===== config.mk =====
export PLATFORM = sky130hd
export DESIGN_NAME = vga_sync_gen
export DESIGN_NICKNAME = d
export VERILOG_FILES = /design/src/rtl/vga_sync_gen.sv
export SDC_FILE = /design/constraint.sdc
export NUM_CORES = 1
export LEC_CHECK = 0
export BUFFER_PORTS_ARGS = -buffer_cell sky130_fd_sc_hd__buf_2
export CELL_PAD_IN_SITES_DETAIL_PLACEMENT = 0
export CELL_PAD_IN_SITES_GLOBAL_PLACEMENT = 1
export CORE_MARGIN = 1.5
export CORE_UTILIZATION = 27
export DETAILED_ROUTE_END_ITERATION = 7
export PLACE_DENSITY = 0.67
export RECOVER_POWER = 100
export SYNTH_ARGS = -nofsm -noshare
export SYNTH_HDL_FRONTEND = slang
export SYNTH_SLANG_ARGS = --single-unit

===== constraint.sdc =====
create_clock -name CLK -period 2.4 [get_ports CLK]
set_input_delay 0.36 -clock CLK [delete_from_list [all_inputs] [get_ports CLK]]
set_output_delay 0.36 -clock CLK [all_outputs]
set_load 0.005 [all_outputs]

===== src/rtl/vga_sync_gen.sv =====
// VGA timing generator: divides CLK to the pixel rate, runs the horizontal and
// vertical counters and drives registered sync pulses aligned with the counters.
module vga_sync_gen #(
  parameter int   CLK_DIV     = 4,
  parameter int   H_VISIBLE   = 640,
  parameter int   H_FP        = 16,
  parameter int   H_SYNC      = 96,
  parameter int   H_BP        = 48,
  parameter int   V_VISIBLE   = 480,
  parameter int   V_FP        = 10,
  parameter int   V_SYNC      = 2,
  parameter int   V_BP        = 33,
  parameter logic SYNC_ACTIVE = 1'b0
) (
  input  logic       CLK,
  input  logic       RST,
  output logic       HS,
  output logic       VS,
  output logic       VIDEO_ON,
  output logic [9:0] ADDRH,
  output logic [9:0] ADDRV
);

  localparam int DIV_W = (CLK_DIV > 1) ? $clog2(CLK_DIV) : 1;

  localparam logic [DIV_W-1:0] DIV_LAST   = DIV_W'(CLK_DIV - 1);
  localparam logic [9:0]       H_LAST     = 10'(H_VISIBLE + H_FP + H_SYNC + H_BP - 1);
  localparam logic [9:0]       V_LAST     = 10'(V_VISIBLE + V_FP + V_SYNC + V_BP - 1);
  localparam logic [9:0]       H_VIS      = 10'(H_VISIBLE);
  localparam logic [9:0]       V_VIS      = 10'(V_VISIBLE);
  localparam logic [9:0]       H_SYNC_BEG = 10'(H_VISIBLE + H_FP);
  localparam logic [9:0]       H_SYNC_END = 10'(H_VISIBLE + H_FP + H_SYNC);
  localparam logic [9:0]       V_SYNC_BEG = 10'(V_VISIBLE + V_FP);
  localparam logic [9:0]       V_SYNC_END = 10'(V_VISIBLE + V_FP + V_SYNC);

  logic [DIV_W-1:0] div_q, div_d;
  logic [9:0]       h_q, h_d;
  logic [9:0]       v_q, v_d;
  logic             hs_q, hs_d;
  logic             vs_q, vs_d;
  logic             tick;

  assign tick = (div_q == DIV_LAST);

  always_comb begin
    div_d = tick ? '0 : div_q + 1'b1;
    h_d   = h_q;
    v_d   = v_q;
    if (tick) begin
      if (h_q == H_LAST) begin
        h_d = '0;
        v_d = (v_q == V_LAST) ? '0 : v_q + 10'd1;
      end else begin
        h_d = h_q + 10'd1;
      end
    end
  end

  // Sync is decoded from the next counter values so the registered pulse lines
  // up with the counters shown in the same cycle.
  always_comb begin
    hs_d = ((h_d >= H_SYNC_BEG) && (h_d < H_SYNC_END)) ? SYNC_ACTIVE : ~SYNC_ACTIVE;
    vs_d = ((v_d >= V_SYNC_BEG) && (v_d < V_SYNC_END)) ? SYNC_ACTIVE : ~SYNC_ACTIVE;
  end

  always_ff @(posedge CLK) begin
    if (RST) begin
      div_q <= '0;
      h_q   <= '0;
      v_q   <= '0;
      hs_q  <= ~SYNC_ACTIVE;
      vs_q  <= ~SYNC_ACTIVE;
    end else begin
      div_q <= div_d;
      h_q   <= h_d;
      v_q   <= v_d;
      hs_q  <= hs_d;
      vs_q  <= vs_d;
    end
  end

  assign HS       = hs_q;
  assign VS       = vs_q;
  assign ADDRH    = h_q;
  assign ADDRV    = v_q;
  assign VIDEO_ON = (h_q < H_VIS) && (v_q < V_VIS);

endmodule


==> impl_metrics.yaml <==
run_status:
  status: "finished clean"
grt:
  grt_usage_pct: 12.0
  grt_overflow: 0
  grt_pass1_vias: 1048
  grt_start_max_net_pins: 17
  grt_pass1_wl_um: 4930
  antenna_found_initial: 0
clock_tree:
  cts-root-buf: "clkbuf_8"
  holdBufCountCts: 0
  cts_num_sinks: 24
  clk_latency_ns: 0.27
  cts_max_level: 1
  cts_resized: 0
  cts_setup_buffers: 0
  cts_tree: "yes"
  path_clk_slew_ns: 0.08
  cts_buffer_depth: 2
  numCtsBuffers: 3
timing:
  hold_viol_final: 0
  worst_slew_pin_slew_ns: 0.608
  setup_tns_ns: 0
  fin_crit_sh_pct: 85.2
  fin_ws_ns: 0.356
  fmax_mhz: 489
  slew_headroom_pct: 59.1
  worst_hold_slack_ns: 0.433
  setup_viol: 0
  finalClockSkew_ns: 0.00397
  grt_setup_unrepaired: "false"
  finalCriticalPeriod_ns: 2.04
  maxSlewViolCount: 0
placement:
  post-dp-hpwl_um: 2120
  port-buffer-count: 24
  gp_congestion: 0.797
  dp.cells: 215
  pre_cts_slack_ns: 0.435
synth:
  synth_cell_types: 45
  yosys_warnings: 0
  yosysSeqAreaShare_pct: 37.4
  synthCells: 145
  ys_top_cells_by_area: "dfxtp_1 37%, nor2_1 4.4%, xnor2_1 4.1%, xor2_1 4.1%, ha_1 3.9%"
  netlist_area_sq_um: 1290
  syn_area_per_cell_sq_um: 8.87
  synth_edf_count: 0
  ys.flop_type: "dfxtp_1"
  yosysTopAreaCellShare_pct: 37.4
  synthesis.nets: 151
  ys_top_cells_by_count: "24 x dfxtp_1, 15 x nor2_1, 9 x a21oi_1"
  synth_most_common_cell: "dfxtp_1"
  yosys.area.top_type: "dfxtp_1"
  synthArstFlopShare_pct: 0
  ys_seq_elements: 24
critical_path:
  crit_type: "flop to flop"
  cp_slowest_cell: "and4_2"
  path_max_fanout: 11
  cp-startpoint: "div_q[0]"
  critical_path_buf_inv_count: 0
  timing.rr.start: "div_q[0]"
  critical_path_arrival_ns: 2.19
  cp-end-kind: "flop"
  required_ns: 2.55
  path_delay_family: "simple AND/OR/NAND/NOR gates"
  startpoint_type: "flop"
  crit_chain: "ha_1, and2_0, and4_2, nand4_1, xor2_1, nand4b_1"
  cp_slowest_stage_delay_ns: 0.42
power_and_ir_drop:
  p_per_area_nw_per_um2: 469
  ir_drop_mv: 0.331
  finalPower_w: 0.000684
  p_leak_nw: 0.551
floorplan:
  io_pins: 25
  start_util_pct: 28.7
  core-area_sq_um: 4470
  die_area_sq_um: 5190
  rows: 24
  die_h_um: 72.0
  die_w_um: 72.0
detailed_routing:
  via_count: 1136
  ant_nets: 0
  wl_per_cell_um: 13.5
  first_pass_iters: 4
  drcViolationCount: 0
  drt-total-wl_um: 2940
  first_iter_violations: 64
  vias_per_cell: 5.21
min_path:
  holdCritStartpoint: "div_q[0]"
  hold_path.class: "flop to flop"
cells_and_area:
  antenna-diode-count: 0
  drive_above_1_share_pct: 13.9
  syn_to_final_growth_pct: 13.4
  fin_nets: 174
  final_cell_count_no_fill: 218
flow_run:
  maxCapViolCount: 0
[metal layers]
layer | share of wire [%] | vias to the layer above | track usage, % | routed length, um
met1 | 51 | 531 | 16.2 | 1500
met2 | 43 | 28 | 19.1 | 1280
met5 | 0 | - | 0 | 0
met3 | 4.9 | 2 | 3.89 | 145
met4 | 0.54 | 0 | 2.10 | 16
li1 | - | 575 | - | -
[per-stage QoR]
stage	instance area (sq um)	utilization, %
detailed placement	1430	32.0
finish	1460	32.6
global placement	1430	32.0
floorplan	1290	-
global route	1460	32.6
CTS	1470	32.9
[cells by family after synthesis]
group	Yosys count	synth area share [%]
AO/OA/AOI/OAI	26	14.3
XOR/XNOR	12	8.17
adder cells (fa/ha/maj)	4	3.89
buffers and inverters	13	5.06
flip-flops	24	37.4
AND/OR/NAND/NOR	66	31.2
[report_power, final]
| part | internal (W) | switching [W] |
|---|---|---|
| logic | 0.0000137 | 0.0000175 |
| registers | 0.000405 | 0.00000655 |
| clock network | 0.000112 | 0.000129 |
[cell type report]
type                    instances  area, sq um
well taps                      52         65.1
multi-input cells             108          741
clock buffers                   3         41.3
inverters                       7         26.3
flip-flops and latches         24          480
repair buffers                 24          105
fillers                       478         3020
[final timing paths]
kind / end / slack, ns / depth (start not counted)
worst min register to register: div_q[0] / 0.43 / 1
worst max register to register: VS / 0.36 / 6
worst max-delay path: VS / 0.36 / 6
worst min-delay path: div_q[0] / 0.43 / 1
[layout by cell type (no fill, tap or decap), types with 2 or more instances in the layout]
| cell | instances |
|---|---|
| xnor2_1 | 6 |
| nor3_1 | 6 |
| o32ai_1 | 2 |
| and3_1 | 2 |
| xor2_1 | 6 |
| clkbuf_1 | 12 |
| or3_1 | 2 |
| clkbuf_8 | 3 |
| nor4_1 | 2 |
| inv_1 | 7 |
| nand3_1 | 4 |
| nor2b_1 | 3 |
| a21oi_1 | 9 |
| ha_1 | 4 |
| a2bb2oi_1 | 2 |
| or2_2 | 3 |
| nand2_1 | 7 |
| buf_2 | 12 |
| nand4_1 | 8 |
| o21ai_0 | 2 |
| dfxtp_1 | 24 |
| nand4b_1 | 2 |
| nor2_1 | 15 |
[state kept, by name, indices dropped and copies added (netlist names)]
signal  cells
ADDRH      10
VS          1
div_q       2
ADDRV      10
HS          1
No activity file was read; power rests on OpenSTA's default activity.
